<file path="config.mk">
export PLATFORM = sky130hd
export DESIGN_NAME = uart_tx_sched
export DESIGN_NICKNAME = d
export VERILOG_FILES = /design/src/rtl/uart_tx_sched.sv
export SDC_FILE = /design/constraint.sdc
export NUM_CORES = 1
export LEC_CHECK = 0
export CORE_MARGIN = 2
export CORE_UTILIZATION = 53
export CTS_BUF_LIST = sky130_fd_sc_hd__clkbuf_16
export CTS_CLUSTER_DIAMETER = 60
export DETAILED_ROUTE_END_ITERATION = 8
export GPL_ROUTABILITY_DRIVEN = 0
export GPL_TIMING_DRIVEN = 0
export PLACE_DENSITY = 0.76
export RECOVER_POWER = 50
export SYNTH_ARGS = -nofsm -noshare
export SYNTH_HDL_FRONTEND = slang
export SYNTH_SLANG_ARGS = --single-unit
export TNS_END_PERCENT = 20
</file>
<file path="constraint.sdc">
create_clock -name clk -period 2.7 [get_ports clk]
set_clock_uncertainty 0.05 [all_clocks]
set_input_delay 0.27 -clock clk [delete_from_list [all_inputs] [get_ports clk]]
set_output_delay 0.27 -clock clk [all_outputs]
set_load 0.005 [all_outputs]
</file>
<file path="src/rtl/uart_tx_sched.sv">
// uart_tx_sched: transmit scheduler between the CPU byte-store path and the UART core.
// Buffers CPU and trap-report bytes in a FIFO and paces the UART core, which has
// no busy output, by issuing one byte per CLKS_PER_BYTE clocks.
// Optional feature: define UART_TX_SCHED_CRLF_EN to expand each LF (0x0A) into CR LF.
module uart_tx_sched #(
    parameter int DEPTH         = 16,
    parameter int AW            = 4,
    parameter int CLKS_PER_BYTE = 8680
) (
    input  logic          clk,
    input  logic          rst,
    input  logic          cpu_we,
    input  logic [7:0]    cpu_data,
    input  logic          trap_req,
    input  logic [7:0]    trap_code,
    output logic          uart_wr,
    output logic [7:0]    uart_dat,
    output logic          fifo_full,
    output logic [AW:0]   fifo_count,
    output logic          tx_busy,
    output logic [15:0]   drop_cnt
);

    localparam int            TW           = (CLKS_PER_BYTE > 2) ? $clog2(CLKS_PER_BYTE) : 1;
    localparam logic [TW-1:0] TIMER_RELOAD = TW'(CLKS_PER_BYTE - 1);
    localparam logic [AW:0]   DEPTH_C      = (AW+1)'(DEPTH);

    typedef enum logic {
        S_IDLE = 1'b0,
        S_WAIT = 1'b1
    } state_t;

    // Saturating increment for the drop counter (holds at 0xFFFF).
    function automatic logic [15:0] sat_inc16(input logic [15:0] v);
        return (v == 16'hFFFF) ? v : v + 16'd1;
    endfunction

    state_t          r_state;
    state_t          w_state_nxt;
    logic [7:0]      r_mem [DEPTH];
    logic [AW-1:0]   r_wr_ptr;
    logic [AW-1:0]   r_rd_ptr;
    logic [AW:0]     r_count;
    logic [TW-1:0]   r_timer;
    logic [TW-1:0]   w_timer_nxt;
    logic            r_uart_wr;
    logic            w_uart_wr_nxt;
    logic [7:0]      r_uart_dat;
    logic [7:0]      w_uart_dat_nxt;
    logic [15:0]     r_drop_cnt;

    logic            w_cand_vld;
    logic [7:0]      w_cand_dat;
    logic            w_push;
    logic            w_drop;
    logic            w_issue;
    logic            w_pop;
    logic [7:0]      w_head;
    logic            w_insert_cr;

    // Trap report wins the single enqueue slot; a push while full is lost even
    // if the same edge pops, because acceptance looks at the pre-edge count.
    assign w_cand_vld = trap_req | cpu_we;
    assign w_cand_dat = trap_req ? trap_code : cpu_data;
    assign w_push     = w_cand_vld && (r_count < DEPTH_C);
    assign w_drop     = (trap_req && cpu_we) || (w_cand_vld && (r_count >= DEPTH_C));
    assign w_head     = r_mem[r_rd_ptr];

`ifdef UART_TX_SCHED_CRLF_EN
    logic r_cr_pend;

    // A head LF first emits CR without popping; the next issue sends the LF itself.
    assign w_insert_cr = (w_head == 8'h0A) && !r_cr_pend;

    // Remember that the CR of a CR/LF pair has already gone out.
    always_ff @(posedge clk) begin
        if (rst) begin
            r_cr_pend <= 1'b0;
        end else if (w_issue) begin
            r_cr_pend <= w_insert_cr;
        end
    end
`else
    assign w_insert_cr = 1'b0;
`endif

    assign w_pop = w_issue && !w_insert_cr;

    // Next-state, timer and transmit-output decode for the pacing FSM.
    always_comb begin
        w_state_nxt    = r_state;
        w_timer_nxt    = r_timer;
        w_issue        = 1'b0;
        case (r_state)
            S_IDLE: begin
                if (r_count != '0) begin
                    w_issue     = 1'b1;
                    w_state_nxt = S_WAIT;
                end
            end
            S_WAIT: begin
                if (r_timer != '0) begin
                    w_timer_nxt = r_timer - TW'(1);
                end else if (r_count != '0) begin
                    w_issue = 1'b1;
                end else begin
                    w_state_nxt = S_IDLE;
                end
            end
            default: begin
                w_state_nxt = S_IDLE;
            end
        endcase
        if (w_issue) begin
            w_timer_nxt = TIMER_RELOAD;
        end
        w_uart_wr_nxt  = w_issue;
        w_uart_dat_nxt = w_issue ? (w_insert_cr ? 8'h0D : w_head) : r_uart_dat;
    end

    // FSM state, frame timer and registered UART outputs.
    always_ff @(posedge clk) begin
        if (rst) begin
            r_state    <= S_IDLE;
            r_timer    <= '0;
            r_uart_wr  <= 1'b0;
            r_uart_dat <= 8'h00;
        end else begin
            r_state    <= w_state_nxt;
            r_timer    <= w_timer_nxt;
            r_uart_wr  <= w_uart_wr_nxt;
            r_uart_dat <= w_uart_dat_nxt;
        end
    end

    // FIFO pointers, occupancy and drop counter.
    always_ff @(posedge clk) begin
        if (rst) begin
            r_wr_ptr   <= '0;
            r_rd_ptr   <= '0;
            r_count    <= '0;
            r_drop_cnt <= '0;
        end else begin
            if (w_push) begin
                r_wr_ptr <= r_wr_ptr + AW'(1);
            end
            if (w_pop) begin
                r_rd_ptr <= r_rd_ptr + AW'(1);
            end
            r_count <= r_count + {{AW{1'b0}}, w_push} - {{AW{1'b0}}, w_pop};
            if (w_drop) begin
                r_drop_cnt <= sat_inc16(r_drop_cnt);
            end
        end
    end

    // FIFO storage; contents need no reset since the pointers gate every read.
    always_ff @(posedge clk) begin
        if (w_push) begin
            r_mem[r_wr_ptr] <= w_cand_dat;
        end
    end

    assign uart_wr    = r_uart_wr;
    assign uart_dat   = r_uart_dat;
    assign fifo_full  = (r_count == DEPTH_C);
    assign fifo_count = r_count;
    assign tx_busy    = (r_state == S_WAIT) || (r_count != '0);
    assign drop_cnt   = r_drop_cnt;

endmodule

</file>
==> impl_metrics.ini, run 1 <==
[drt]
via_per_inst = 5.866
routedWlPerCell_um = 19.94
postRouteAntennaNets = 0
drt_first_pass_iters = 5
via_count = 4634
routed_wl_um = 15750
drt-initial-drc-count = 384
drc = 0

[grt]
grt_antenna_before_repair = 0
track_usage_pct = 22.48
grt_pass1_wl_um = 24670
grt_max_degree = 19
grt_overflow = 0
grt_pass1_vias = 4574

[run_status]
violations = setup timing
status = complete, but fails checks

[clocking]
cts_tree = done
clockRootBuffer = clkbuf_16
clockBufferDepth = 2
clk_latency_ns = 0.44
ctsHoldBuffers = 0
numCtsBuffers = 17
cts_sinks = 181
h-tree-depth = 4
path_clk_slew_ns = 0.07

[setup_path]
rr_startpoint = r_timer[1]
slowest_delay_ns = 0.34
crit_fanout = 3
critPathRequiredTime_ns = 3.02
cp_slowest_cell = dfxtp_2
arrival_ns = 3.09
cp_cell_sequence = inv_2 -> ha_4 -> nor3b_4 -> a41oi_2 -> or2_1 -> buf_6 -> clkinv_8 -> ha_4 -> inv_2 -> ha_4 -> inv_2 -> fa_2 -> inv_1 -> a21oi_1 -> nor2_1 -> or3_1 -> a21oi_1
r2r-end = fifo_count[4]
r2r_slack_ns = -0.07
reg2regPathDepth = 17
startpoint_type = register
critical_path_class = register to register
end_kind = register

[floorplan]
dieArea_mm2 = 0.01529
die_w_um = 123.7
core-area_mm2 = 0.01393
io_pins = 52
die_h_um = 123.7
num_rows = 43
initial_utilization_pct = 54.46

[sta]
tightest_slew_ns = 1.180
whs_ns = 0.1378
setup_viol = 1
slew_headroom_pct = 20.76
setup_ws_ns = -0.07340
post-route-min-period_ns = 2.773
timing.final.crit_share_pct = 102.7
slew_viol_final = 0
final-hold-violation-count = 0
rsz0062_at_grt = true
fmax_mhz = 360.6

[synth]
syn-mean-instance-area_um2 = 14.59
netlist_area_mm2 = 0.007589
dominantRegCellSynth = edfxtp_1
syn_nets = 555
synth-edff-count = 128
synth-seq-cells = 181
yosysSeqAreaShare_pct = 64.63
synth_cells = 520
async_flop_share_pct = 0
ys_warn_count = 0
synth_cell_types = 54

[power_and_ir_drop]
p_sw_share_pct = 31.26
pwr_density_cell_mw_per_mm2 = 907.1
power_frac_seq_pct = 43.0
combPwrFrac_pct = 28.2
p_leak_uw = 0.003029
ir_worst_vdd_v = 0.0005860
power.switching_uw = 2556
pwr-share-clk_pct = 28.8
p_int_uw = 5619

[cells_and_area]
fin_util_pct = 64.68
fin_nets = 632
area_delta_synth_final_pct = 18.76
diodes = 0
layout.cells.non_filler = 790
layout-drive-gt1-share_pct = 18.52
final_cell_area_mm2 = 0.009012

[worst_hold_path]
holdPathStages = 2
min_to = fifo_count[0]
min_path_type = input pin to register
hp-start = rst

[place]
port_buffers = 49
dp_cells = 749
place_area_mm2 = 0.008367
dp_hpwl_um = 10260

[job]
cap_viol_max_count = 0
## synth_stat cells (4+ instances only)
master / number / area share (%)
edfxtp_1: 128 / 51
dfxtp_1: 53 / 14
nor2_1: 48 / 2.4
nand2_1: 38 / 1.9
mux4_2: 32 / 9.5
xor2_1: 18 / 2.1
a22oi_1: 16 / 1.6
inv_1: 15 / 0.74
a21oi_1: 14 / 0.92
ha_1: 14 / 2.3
nor3_1: 14 / 0.92
clkbuf_1: 11 / 0.54
xnor2_1: 10 / 1.2
mux2_2: 8 / 1.2
buf_2: 7 / 0.46
nand3_1: 7 / 0.46
and3_1: 6 / 0.49
o21ai_0: 6 / 0.40
and4_1: 5 / 0.58
nand4_1: 5 / 0.41
o2111ai_1: 5 / 0.58
a21oi_2: 4 / 0.46
nand2_2: 4 / 0.33
nand2b_1: 4 / 0.33
nor2b_1: 4 / 0.33
nor3b_1: 4 / 0.40
## kinds of logic (layout without fill, tap and decap cells)
| kind of cell | count (synthesis) | in the layout | share of synthesized area, % |
|---|---|---|---|
| adder cells (fa/ha/maj) | 16 | 16 | 2.721 |
| XOR/XNOR | 28 | 28 | 3.232 |
| multiplexers | 42 | 42 | 10.95 |
| flip-flops | 181 | 181 | 64.63 |
| AND/OR/NAND/NOR | 155 | 155 | 10.39 |
| AO/OA/AOI/OAI | 58 | 58 | 5.524 |
| buffers and inverters | 40 | 130 | 2.556 |
## routing by layer
layer  vias up  routed length, um  track usage [%]  share of wire (%)
met5         -                  0                0                  0
met4         0                414            8.878                2.6
met2       202               7763            35.82                 49
met1      2274               6463            29.61                 41
met3        33               1109            6.090                7.0
li1       2125                  -                -                  -
## power groups by stage
stage	registers (uW)	logic [uW]	clock network (uW)
global placement	3550	2160	0
CTS	3510	2320	2390
detailed placement	3570	2220	0
global route	3540	2560	2500
floorplan	3520	1560	0
finish	3510	2310	2360
## through the flow
step | power [uW] | TNS, ns | setup WS, ns
detailed placement | 5793 | -11.94 | -0.4294
floorplan | 5087 | -0.1013 | -0.1013
global placement | 5707 | -9.352 | -0.3731
CTS | 8217 | -0.04119 | -0.04119
global route | 8605 | -0.3254 | -0.1887
finish | 8175 | -0.07340 | -0.07340
## timing repair
| action | CTS | global route |
|---|---|---|
| resized for setup | 3 | 2 |
| endpoints found under the setup margin | 12 | 27 |
| pin swaps | 8 | 1 |
| buffers inserted | 10 | 0 |
| hold endpoints to repair | 0 | 0 |
## cell type report
cell class,count,area (um^2)
plain buffers,23,106.4
well taps,180,225.2
repair buffers,59,565.5
multi-input cells,299,2562
flip-flops and latches,181,4910
fillers,984,4922
clock buffers,17,425.4
inverters,16,75.07
clock inverters,15,142.6
## worst max-delay path by stage
stage / start / end / slack, ns / depth (start not counted)
6_report: r_timer[1] / fifo_count[4] / -0.07 / 17
5_1_grt: r_timer[4] / fifo_count[4] / -0.19 / 15
4_1_cts: r_timer[0] / fifo_count[4] / -0.04 / 17
3_5_place_dp: cpu_we / fifo_count[4] / -0.43 / 14
3_3_place_gp: fifo_count[3] / fifo_count[4] / -0.37 / 17
2_1_floorplan: r_timer[0] / fifo_count[4] / -0.10 / 18
## layout by cell type, fill, tap and decap left out, drive strengths merged, types with 4 or more instances in the layout
cell / Yosys / final
edfxtp: 128 / 128
dfxtp: 53 / 53
nor2: 48 / 48
nand2: 42 / 42
clkdlybuf4s50: 0 / 41
mux4: 32 / 32
clkbuf: 11 / 28
inv: 15 / 23
buf: 13 / 22
xor2: 18 / 18
a21oi: 18 / 18
a22oi: 16 / 16
nor3: 16 / 16
ha: 14 / 14
xnor2: 10 / 10
mux2: 8 / 8
dlygate4sd3: 0 / 8
nand3: 7 / 7
o21ai: 6 / 6
and3: 6 / 6
clkinv: 1 / 6
and4: 5 / 5
o2111ai: 5 / 5
nand4: 5 / 5
a211oi: 5 / 5
nand2b: 4 / 4
nor2b: 4 / 4
nor3b: 4 / 4
## registers in the layout, indices dropped and copies added (netlist names)
| register | count |
|---|---|
| r_timer | 14 |
| r_state | 1 |
| drop_cnt | 16 |
| r_wr_ptr | 4 |
| uart_wr | 1 |
| fifo_count | 5 |
| uart_dat | 8 |
| r_rd_ptr | 4 |
| r_mem | 128 |
## worst max-delay path: cells and delay by family, from the launching register on
family                   cells  cell delay (ns)
AO/OA/AOI/OAI                3             0.52
AND/OR/NAND/NOR              4             0.71
adder cells (fa/ha/maj)      4             0.72
buffers and inverters        6             0.34
flip-flops                   1             0.34
Power figures use the tool's default switching activity.
==> run 2: changes to the inputs <==
--- a/config.mk
+++ b/config.mk
@@ -5,6 +5,7 @@
 export SDC_FILE = /design/constraint.sdc
 export NUM_CORES = 1
 export LEC_CHECK = 0
+export ABC_CLOCK_PERIOD_IN_PS = 2700
 export CORE_MARGIN = 2
 export CORE_UTILIZATION = 53
 export CTS_BUF_LIST = sky130_fd_sc_hd__clkbuf_16
==> results of run 2 <==
No change in the layout: final DEF, timing and power equal those of run 1.
==> run 3: changes to the inputs <==
--- a/config.mk
+++ b/config.mk
@@ -6,7 +6,6 @@
 export NUM_CORES = 1
 export LEC_CHECK = 0
 export ABC_CLOCK_PERIOD_IN_PS = 2700
-export CORE_MARGIN = 2
 export CORE_UTILIZATION = 53
 export CTS_BUF_LIST = sky130_fd_sc_hd__clkbuf_16
 export CTS_CLUSTER_DIAMETER = 60
@@ -18,4 +17,3 @@
 export SYNTH_ARGS = -nofsm -noshare
 export SYNTH_HDL_FRONTEND = slang
 export SYNTH_SLANG_ARGS = --single-unit
-export TNS_END_PERCENT = 20
==> impl_metrics.ini, run 3 (synthesis gave the netlist of run 1 again) <==
[drt]
met1_length_um = 6714
drc = 0
via_per_inst = 5.785
met2_length_um = 7756
drt_first_pass_iters = 4
topRoutingLayerUsed = met4
postRouteAntennaNets = 0
via_count = 4576
met3WireLength_um = 831
routedWlPerCell_um = 19.56
routed_wl_um = 15470
drt-initial-drc-count = 373

[setup_path]
arrival_ns = 3.04
r2r_slack_ns = -0.04
rr_startpoint = r_timer[1]
critical_path_class = register to register
r2r-end = fifo_count[4]
critPathLaunch = r_timer[1]
reg2regPathDepth = 17
startpoint_type = register
crit_fanout = 3
critPathRequiredTime_ns = 3.00
end_kind = register

[cells_and_area]
layout.cells.non_filler = 791
layout-drive-gt1-share_pct = 18.82
diodes = 0
fin_util_pct = 64.69
layout_common_cells = 128 x edfxtp_1, 51 x dfxtp_1, 46 x nor2_1, 38 x nand2_1, 32 x mux4_2
top_register = r_mem
largest_reg_flops = 128
layout_commonest_cell = edfxtp_1
area_delta_synth_final_pct = 18.80
fin_nets = 633

[clocking]
clockBufferDepth = 2
clk_latency_ns = 0.43
cts_tree = done
clockRootBuffer = clkbuf_16
path_clk_slew_ns = 0.07
numCtsBuffers = 17
cts_sinks = 181
ctsHoldBuffers = 0
h-tree-depth = 4

[sta]
slew_viol_final = 0
whs_ns = 0.1508
fmax_mhz = 365.0
final-hold-violation-count = 0
timing.final.crit_share_pct = 101.5
rsz0062_at_grt = true
setup_viol = 1
post-route-min-period_ns = 2.740
setup_ws_ns = -0.03991
tightest_slew_ns = 1.253
slew_headroom_pct = 15.86

[floorplan]
core-area_mm2 = 0.01393
io_pins = 52
initial_utilization_pct = 54.46
num_rows = 43
dieArea_mm2 = 0.01480
die_h_um = 121.7
die_w_um = 121.7

[run_status]
violations = setup timing
status = complete, but fails checks

[place]
dp_cells = 749
port_buffers = 49
dp_hpwl_um = 10340

[power_and_ir_drop]
ir_worst_vdd_v = 0.0006312
p_leak_uw = 0.003073
pwr_density_cell_mw_per_mm2 = 898.3

[grt]
grt_antenna_before_repair = 0
track_usage_pct = 22.81
grt_pass1_vias = 4500
grt_pass1_wl_um = 24300
grt_max_degree = 18
grt_overflow = 0

[worst_hold_path]
holdPathStages = 2
hp-start = rst
min_path_type = input pin to register
min_to = fifo_count[0]

[job]
cap_viol_max_count = 0
[run 3: cell types whose count changed in the layout (fill, tap and decap cells not counted), moves of 2 or more]
cell             delta
clkinvlp_4          -2
inv_1               +2
dlygate4sd3_1      +12
nor3_2              -2
clkdlybuf4s50_1    -12
clkinv_2            +3
clkinv_8            -2
nor3_4              +2
[run 3: power breakdown]
group	switching [uW]	total [uW]	internal, uW	leakage, uW
combinational	1210	2330	1110	0.00121
clock	1060	2250	1190	0.000274
sequential	234	3530	3290	0.00159
total	2510	8100	5590	0.00307
[run 3: metal layers]
| layer | up-vias | GRT usage (%) |
|---|---|---|
| met5 | - | 0 |
| met1 | 2266 | 30.52 |
| li1 | 2136 | - |
| met3 | 13 | 5.290 |
| met2 | 161 | 37.32 |
| met4 | 0 | 6.636 |
[run 3: metrics by stage]
| stage | TNS, ns | instance area [um^2] | worst slack [ns] | power (uW) |
|---|---|---|---|---|
| floorplan | -0.1013 | 7651 | -0.1013 | 5087 |
| global placement | -10.04 | 8367 | -0.3764 | 5708 |
| detailed placement | -12.62 | 8367 | -0.4470 | 5799 |
| CTS | -0.04670 | 8969 | -0.04670 | 8100 |
| global route | -0.1565 | 9015 | -0.1406 | 8517 |
| finish | -0.03991 | 9015 | -0.03991 | 8098 |
[run 3: worst max-delay path by stage]
stage	depth (start not counted)	slack, ns	endpoint
after floorplan	18	-0.10	fifo_count[4]
after global placement	17	-0.38	fifo_count[4]
after detailed placement	5	-0.45	r_mem[1][2]
after CTS	17	-0.05	fifo_count[4]
after global routing	17	-0.14	fifo_count[4]
final	17	-0.04	fifo_count[4]
[run 3: worst max-delay path, stage by stage (launching register included)]
cell and delay, ns:
dfxtp_2 0.33, inv_2 0.08, ha_4 0.13, nor3b_4 0.25, a41oi_4 0.15, or2_1 0.26
buf_6 0.13, clkinv_8 0.04, ha_4 0.12, inv_2 0.04, ha_4 0.15, inv_2 0.04
fa_2 0.18, inv_1 0.05, a21oi_2 0.13, nor2_2 0.05, or3_1 0.35, a21oi_1 0.13
[run 3: timing repair]
item                       CTS  global route
hold endpoints to repair     0             0
pin swaps                    9             3
setup buffers                8             3
gates resized for setup      4             6
setup endpoints to repair   20            18
[run 3: cell type report]
class	instances	area (um^2)
fillers	1009	4920
flip-flops and latches	181	4910
multi-input cells	299	2592
repair buffers	60	573.1
clock buffers	17	425.4
well taps	180	225.2
clock inverters	15	107.6
plain buffers	23	106.4
inverters	16	75.07
